### src/rtl/alu_op_sequencer.sv
// Buffers ALU commands in a small FIFO, issues one at a time to a registered ALU,
// waits out its latency and returns the captured result over a valid/ready channel.
module alu_op_sequencer #(
    parameter int              DATA_W     = 32,
    parameter int              SEL_W      = 3,
    parameter int              ALU_LAT    = 1,
    parameter int              FIFO_DEPTH = 4,
    parameter logic [SEL_W-1:0] IDLE_SEL  = 3'b111
) (
    input  logic                            clk,
    input  logic                            rst,
    input  logic                            i_cmd_valid,
    output logic                            o_cmd_ready,
    input  logic [DATA_W-1:0]               i_cmd_a,
    input  logic [DATA_W-1:0]               i_cmd_b,
    input  logic [SEL_W-1:0]                i_cmd_sel,
    output logic [DATA_W-1:0]               o_alu_a,
    output logic [DATA_W-1:0]               o_alu_b,
    output logic [SEL_W-1:0]                o_alu_sel,
    input  logic [DATA_W-1:0]               i_alu_r,
    input  logic                            i_alu_zflag,
    output logic                            o_res_valid,
    input  logic                            i_res_ready,
    output logic [DATA_W-1:0]               o_res_r,
    output logic                            o_res_zflag,
    output logic [SEL_W-1:0]                o_res_sel,
    output logic                            o_busy,
    output logic [$clog2(FIFO_DEPTH):0]     o_cmd_count,
    output logic [1:0]                      dbg_state
);
    localparam int PTR_W = $clog2(FIFO_DEPTH);
    localparam int CNT_W = PTR_W + 1;
    localparam int LAT_W = $clog2(ALU_LAT + 2);

    // Handshakes: a transfer happens on a rising edge where valid && ready are both
    // high; valid never depends on ready, and a raised valid holds its payload until taken.
    typedef enum logic [1:0] {S_IDLE, S_WAIT, S_CAPTURE, S_HOLD} state_t;

    state_t             state;
    logic [DATA_W-1:0]  fifo_a   [FIFO_DEPTH];
    logic [DATA_W-1:0]  fifo_b   [FIFO_DEPTH];
    logic [SEL_W-1:0]   fifo_sel [FIFO_DEPTH];
    logic [PTR_W-1:0]   wr_ptr;
    logic [PTR_W-1:0]   rd_ptr;
    logic [CNT_W-1:0]   count;
    logic [LAT_W-1:0]   wait_cnt;
    logic [SEL_W-1:0]   tag;
    logic               push;
    logic               pop;

    assign o_cmd_ready = (count != CNT_W'(FIFO_DEPTH));
    assign push        = i_cmd_valid && o_cmd_ready;
    assign pop         = (state == S_IDLE) && (count != '0);
    assign o_cmd_count = count;
    assign o_busy      = (state != S_IDLE) || (count != '0);
    assign dbg_state   = state;

    // Storage needs no reset: occupancy alone decides what is valid.
    always_ff @(posedge clk) begin
        if (push) begin
            fifo_a[wr_ptr]   <= i_cmd_a;
            fifo_b[wr_ptr]   <= i_cmd_b;
            fifo_sel[wr_ptr] <= i_cmd_sel;
        end
    end

    always_ff @(posedge clk or posedge rst) begin
        if (rst) begin
            wr_ptr <= '0;
            rd_ptr <= '0;
            count  <= '0;
        end else begin
            if (push) wr_ptr <= wr_ptr + 1'b1;
            if (pop)  rd_ptr <= rd_ptr + 1'b1;
            case ({push, pop})
                2'b10:   count <= count + 1'b1;
                2'b01:   count <= count - 1'b1;
                default: count <= count;
            endcase
        end
    end

    always_ff @(posedge clk or posedge rst) begin
        if (rst) begin
            state       <= S_IDLE;
            wait_cnt    <= '0;
            tag         <= '0;
            o_alu_a     <= '0;
            o_alu_b     <= '0;
            o_alu_sel   <= IDLE_SEL;
            o_res_valid <= 1'b0;
            o_res_r     <= '0;
            o_res_zflag <= 1'b0;
            o_res_sel   <= '0;
        end else begin
            case (state)
                S_IDLE: begin
                    if (pop) begin
                        o_alu_a   <= fifo_a[rd_ptr];
                        o_alu_b   <= fifo_b[rd_ptr];
                        o_alu_sel <= fifo_sel[rd_ptr];
                        tag       <= fifo_sel[rd_ptr];
                        wait_cnt  <= LAT_W'(ALU_LAT);
                        state     <= S_WAIT;
                    end
                end
                S_WAIT: begin
                    if (wait_cnt <= LAT_W'(1)) begin
                        wait_cnt <= '0;
                        state    <= S_CAPTURE;
                    end else begin
                        wait_cnt <= wait_cnt - 1'b1;
                    end
                end
                S_CAPTURE: begin
                    o_res_r     <= i_alu_r;
                    o_res_zflag <= i_alu_zflag;
                    o_res_sel   <= tag;
                    o_res_valid <= 1'b1;
                    o_alu_sel   <= IDLE_SEL;
                    state       <= S_HOLD;
                end
                S_HOLD: begin
                    if (i_res_ready) begin
                        o_res_valid <= 1'b0;
                        state       <= S_IDLE;
                    end
                end
                default: state <= S_IDLE;
            endcase
        end
    end
endmodule

### config.mk
export PLATFORM = sky130hd
export DESIGN_NAME = alu_op_sequencer
export DESIGN_NICKNAME = d
export VERILOG_FILES = /design/src/rtl/alu_op_sequencer.sv
export SDC_FILE = /design/constraint.sdc
export NUM_CORES = 1
export LEC_CHECK = 0
export CAP_MARGIN = 20
export CORE_UTILIZATION = 60
export DETAILED_ROUTE_END_ITERATION = 6
export DONT_BUFFER_PORTS = 1
export MAX_ROUTING_LAYER = met4
export PLACE_DENSITY_LB_ADDON = 0.3
export SYNTH_ARGS = -nofsm -noshare
export SYNTH_HDL_FRONTEND = slang
export SYNTH_SLANG_ARGS = --single-unit
export TNS_END_PERCENT = 50
### constraint.sdc
create_clock -name clk -period 4.8 [get_ports clk]
set_input_delay 0.96 -clock clk [delete_from_list [all_inputs] [get_ports clk]]
set_output_delay 0.96 -clock clk [all_outputs]
set_load 0.01 [all_outputs]
==> impl_metrics.csv, run 1 <==
group,metric,value,unit
outcome,outcome,"completed",
finish,syn_to_final_growth,10.52,%
logic_synthesis,synth_flop_cell,"edfxtp_1",
finish,drive_gt1_share,22.49,%
logic_synthesis,ys_ff_latch,386,
setup_path,r2r_cells,8,
power_and_ir_drop,ir_drop,0.4752,mV
floorplan,die_height,156.5,um
global_routing,grt_pass1_vias,7301,
cts,htreeDepth,2,
logic_synthesis,synth_common_cells,"edfxtp_1 (268), nand2_1 (203), dfrtp_1 (115), mux4_2 (67), mux2_2 (39)",
global_routing,grt_max_degree,72,
logic_synthesis,synth_most_common_cell,"edfxtp_1",
floorplan,rows,56,
drt,via_per_inst,5.883,
timing,finalClockSkew,0.02074,ns
logic_synthesis,synth.top_cell.area_share,56.22,%
power_and_ir_drop,power.leakage,5.886,nW
cts,cts_hold_buf,0,
place,place_hpwl,14.52,mm
finish,stdcell_count,1146,
timing,rsz0062_at_grt,"false",
timing,slew_headroom,28.85,%
floorplan,core,23400,um^2
floorplan,io_pins,215,
place,gp_congestion,0.7037,
cts,cts_resized,0,
floorplan,die_area,24480,um^2
timing,setup_viol,0,
setup_path,startpoint_type,"register",
timing,fin_ws,1.847,ns
timing,tns,0,ns
drt,drc,0,
floorplan,die_width,156.5,um
logic_synthesis,postSynth.asyncResetShare,30.57,%
flow_run,maxCapViolCount,0,
logic_synthesis,ys_seq_area_share,76.88,%
cts,clk_pin_slew_worst_paths,0.06,ns
cts,clkLatencyLatePin,0.52,ns
finish,num_antenna_cells,0,
logic_synthesis,ys_warn_count,0,
timing,period_needed,2.953,ns
timing,worstMarginPinSlew,1.067,ns
timing,hold_violations,0,
cts,cts_sinks,386,
setup_path,reg2reg_slack,1.95,ns
power_and_ir_drop,power_density,676.8,nW/um^2
global_routing,gr-usage-all-layers,22.63,%
cts,clock_path_buffers,3,
logic_synthesis,synth_fp_nets,900,
timing,fin_crit_sh,61.52,%
logic_synthesis,synth_cells,786,
cts,cts_setup_buffers,0,
logic_synthesis,synth_top_family_by_area,"multiplexers",
logic_synthesis,synthMuxAreaShare,13.78,%
setup_path,cp-end-kind,"output pin",
drt,drtAntennaViolNets,0,
drt,wl,25.78,mm
place,dpl_worst_slack,1.949,ns
logic_synthesis,synthAdderAreaFrac,0.9266,%
logic_synthesis,synth_top_area_cell,"edfxtp_1",
floorplan,initial_core_util,61.16,%
logic_synthesis,synth_area_per_cell,18.21,um^2
finish,finalCoreUtilization,67.60,%
setup_path,crit_arrival,1.99,ns
timing,fmax,338.6,MHz
logic_synthesis,synth-xor-area-share,0.3671,%
drt,firstDrtPassIters,5,
setup_path,cp_max_fo,8,
drt,wl_per_cell,22.50,um
logic_synthesis,synthTopCellsByArea,"edfxtp_1 (56%), dfrtp_1 (20%), mux4_2 (11%)",
cts,cts_tree,"done",
place,dp.cells,1076,
timing,maxSlewViolCount,0,
global_routing,antenna_found_initial,0,
worst_hold_path,hold_path.class,"primary input to asynchronous set/reset pin",
setup_path,required,3.84,ns
logic_synthesis,yosys.area_share.simple,6.320,%
drt,drt_iter0_drc,447,
global_routing,grt_pass1_wl,39.90,mm
logic_synthesis,synth-edff-count,268,
setup_path,criticalPathCategory,"register to output pin",
logic_synthesis,syn_area,14310,um^2
cts,cts_buffers,38,
place,port_buffers,0,
drt,vias,6742,
cts,clock-root-buffer,"clkbuf_16",
global_routing,grt_overflow,0,
logic_synthesis,synth_compound_area_share,0.3497,%
timing,hold_slack,0.4066,ns
logic_synthesis,synth_cell_type_count,32,
finish,nets,911,
==> where the power goes <==
group          internal, W  leakage (nW)  switching [W]  total [W]
Combinational      0.00118          1.42        0.00129    0.00247
Clock              0.00159         0.584        0.00117    0.00275
Sequential         0.00461          3.88       0.000881    0.00549
Total              0.00737          5.89        0.00333     0.0107
==> cell families (layout without fill, tap and decap cells) <==
| family | after synthesis | count (layout) |
|---|---|---|
| adder cells (fa/ha/maj) | 10 | 10 |
| multiplexers | 108 | 108 |
| AO/OA/AOI/OAI | 6 | 6 |
| buffers and inverters | 44 | 85 |
| AND/OR/NAND/NOR | 226 | 226 |
| XOR/XNOR | 6 | 6 |
| flip-flops | 386 | 386 |
==> metal layers <==
metal	wire (um)	global-route usage (%)	vias up
li1	-	-	2936
met1	9640	26.15	3501
met2	13520	38.78	260
met3	2077	6.148	45
met4	546	6.816	0
met5	0	-	-
==> area by class of cell <==
class | instances | area [um^2]
flip-flops and latches | 386 | 11010
fillers | 1546 | 7582
multi-input cells | 356 | 3133
clock buffers | 52 | 1044
well taps | 319 | 399.1
clock inverters | 18 | 128.9
repair buffers | 6 | 65.06
inverters | 9 | 38.79
==> critical path, cell delays in order (launching register included) <==
cell and delay [ns]:
dfrtp_1 0.46, inv_1 0.12, ha_1 0.26, or4b_1 0.65
==> final timing paths <==
check	from	endpoint
max reg2reg	dbg_state[0]	o_cmd_count[1]
min reg2reg	tag[0]	tag[0]
max	dbg_state[0]	o_busy
min	rst	o_alu_a[28]
min in group clk	tag[0]	tag[0]
max in group asynchronous	rst	wait_cnt[1]
==> registers in the layout (all words and copies together), names as in the netlist <==
register and cells:
fifo_a 128, fifo_b 128, o_alu_a 32, o_alu_b 32, o_res_r 32, fifo_sel 12
o_alu_sel 3, o_cmd_count 3, o_res_sel 3, tag 3, dbg_state 2, rd_ptr 2
wait_cnt 2, wr_ptr 2, o_res_valid 1, o_res_zflag 1
==> layout by cell type (no fill, tap or decap), drive strengths merged, types with 9 or more instances in the layout <==
cell    instances
edfxtp        268
nand2         203
dfrtp         115
mux4           67
clkbuf         52
mux2           40
clkinv         15
inv            11
ha              9
==> metrics by stage <==
| step | power, W | instance area (um^2) |
|---|---|---|
| 2_1_floorplan | 0.007352 | 14310 |
| 3_3_place_gp | 0.007869 | 14620 |
| 3_5_place_dp | 0.008072 | 14650 |
| 4_1_cts | 0.01085 | 15820 |
| 5_1_grt | 0.01129 | 15820 |
| 6_report | 0.01071 | 15820 |
Power figures use the tool's default switching activity.
==> run 2, diff against run 1 <==
clock period = 3 ns   (was 4.8 ns; I/O delays follow)
==> impl_metrics.csv, run 2 (synthesis gave the netlist of run 1 again) <==
group,metric,value,unit
place,place_hpwl,15.93,mm
timing,finalClockSkew,0.01352,ns
finish,final_common_cell,"edfxtp_1",
finish,multiInputGateArea,3133,um^2
timing,hold_slack,0.07408,ns
finish,regArea,11010,um^2
timing,rsz0062_at_grt,"false",
drt,drt_iter0_drc,400,
timing,maxSlewViolCount,0,
timing,setup_viol,0,
setup_path,crit_family,"simple AND/OR/NAND/NOR gates",
finish,final_cell_mix,"edfxtp_1 (268), nand2_1 (203), dfrtp_1 (113)",
floorplan,initial_core_util,61.16,%
setup_path,r2r_cells,6,
drt,via_per_inst,5.824,
worst_hold_path,hold_path.class,"primary input to asynchronous set/reset pin",
power_and_ir_drop,power.share.clock,26.6,%
floorplan,core,23400,um^2
drt,firstDrtPassIters,4,
power_and_ir_drop,swShare,30.75,%
setup_path,required,2.40,ns
floorplan,die_height,156.5,um
finish,nets,921,
global_routing,antenna_found_initial,0,
place,port_buffers,0,
global_routing,grt_overflow,0,
setup_path,slowest_delay,0.67,ns
setup_path,critPathSlowestCell,"or4b_1",
drt,drc,0,
global_routing,grt_pass1_vias,7451,
setup_path,startpoint_type,"register",
finish,num_antenna_cells,0,
floorplan,die_area,24480,um^2
drt,vias,6732,
power_and_ir_drop,ir_drop,0.6581,mV
power_and_ir_drop,power.leakage,5.975,nW
setup_path,reg2reg_slack,0.74,ns
setup_path,r2r_end,"o_cmd_count[1]",
timing,hold_violations,0,
timing,fmax,379.8,MHz
timing,worstMarginPinSlew,0.8526,ns
global_routing,grt_max_degree,87,
power_and_ir_drop,comb_power_share,24.1,%
timing,tns,0,ns
cts,cts_setup_buffers,0,
timing,slew_headroom,43.16,%
finish,syn_to_final_growth,12.12,%
global_routing,grt_pass1_wl,40.57,mm
setup_path,timing.rr.start,"o_cmd_count[1]",
cts,clkLatencyLatePin,0.51,ns
power_and_ir_drop,p_seq_share,49.3,%
global_routing,gr-usage-all-layers,23.05,%
floorplan,rows,56,
cts,cts_resized,0,
power_and_ir_drop,power_density,1091,nW/um^2
setup_path,cp.buffers_inverters,1,
power_and_ir_drop,internal-power,0.01212,W
cts,htreeDepth,2,
timing,period_needed,2.633,ns
power_and_ir_drop,power,0.01750,W
cts,clk_pin_slew_worst_paths,0.06,ns
finish,reg_top3,"fifo_a (128), fifo_b (128)",
cts,cts_tree,"done",
drt,drtAntennaViolNets,0,
setup_path,crit_chain,"inv_1 > ha_1 > or4b_1",
cts,clock_path_buffers,3,
outcome,outcome,"completed",
cts,cts_buffers,38,
drt,wl,26.30,mm
timing,fin_crit_sh,87.77,%
setup_path,cp-end-kind,"output pin",
place,dp.cells,1086,
cts,cts_sinks,386,
setup_path,cp_max_fo,8,
floorplan,io_pins,215,
setup_path,criticalPathCategory,"register to output pin",
flow_run,maxCapViolCount,0,
finish,fill_cells,1542,
place,gp_congestion,0.7408,
cts,clock-root-buffer,"clkbuf_16",
power_and_ir_drop,switching_power,0.005383,W
finish,drive_gt1_share,23.42,%
cts,cts_hold_buf,0,
setup_path,crit_arrival,2.03,ns
floorplan,die_width,156.5,um
finish,stdcell_count,1156,
drt,wl_per_cell,22.75,um
==> run 2: cell types whose count changed in the layout (fill, tap and decap cells not counted), moves of 3 or more <==
cell,previous run,this run
buf_12,0,7
clkinv_2,10,4
buf_4,5,9
clkinvlp_4,0,4
clkbuf_16,38,41
inv_6,3,0
==> run 2: power by group through the flow <==
stage | clock network (W) | registers [W] | logic, W
2_1_floorplan | 0 | 0.00832 | 0.00344
3_3_place_gp | 0 | 0.00865 | 0.00413
3_5_place_dp | 0 | 0.00874 | 0.00429
4_1_cts | 0.00476 | 0.00866 | 0.00432
5_1_grt | 0.00497 | 0.00880 | 0.00469
6_report | 0.00466 | 0.00862 | 0.00421
==> run 2: worst max-delay path by stage <==
| stage | startpoint | end | cells past startpoint | slack (ns) |
|---|---|---|---|---|
| CTS | dbg_state[0] | o_busy | 3 | 0.35 |
| global placement | o_cmd_count[1] | o_cmd_count[1] | 6 | 0.79 |
| finish | dbg_state[0] | o_busy | 3 | 0.37 |
| global route | dbg_state[0] | o_busy | 3 | 0.28 |
| detailed placement | o_cmd_count[1] | o_cmd_count[1] | 6 | 0.76 |
| floorplan | o_cmd_count[2] | fifo_a[0][0] | 2 | 0.18 |
==> run 2: cell type report <==
class	instances	area share (%)
flip-flops and latches	386	68.62
multi-input cells	356	19.52
clock buffers	56	7.056
well taps	319	2.487
repair buffers	16	1.294
clock inverters	14	0.7875
inverters	9	0.2339
==> run 2: layer usage <==
metal	track usage, %	routed length, um	share of wire, %	up-vias
met5	-	0	0	-
met3	7.283	2183	8.3	37
li1	-	-	-	2947
met4	6.069	421	1.6	0
met2	39.16	13720	52	258
met1	26.59	9976	38	3490
==> run 2: metrics by stage <==
| step | instance area, um^2 | worst slack, ns | util, % |
|---|---|---|---|
| global placement | 14790 | 0.7864 | 63.20 |
| CTS | 16050 | 0.3466 | 68.57 |
| detailed placement | 14790 | 0.7605 | 63.20 |
| finish | 16050 | 0.3668 | 68.57 |
| global route | 16050 | 0.2811 | 68.57 |
| floorplan | 14320 | 0.1825 | - |
==> run 2: worst reg2reg max path, stage by stage, from the launching register on <==
cell and delay (ns):
dfrtp_1 0.49, or3b_4 0.50, and2_4 0.20, inv_1 0.05
ha_1 0.20, fa_1 0.43, mux2_2 0.27
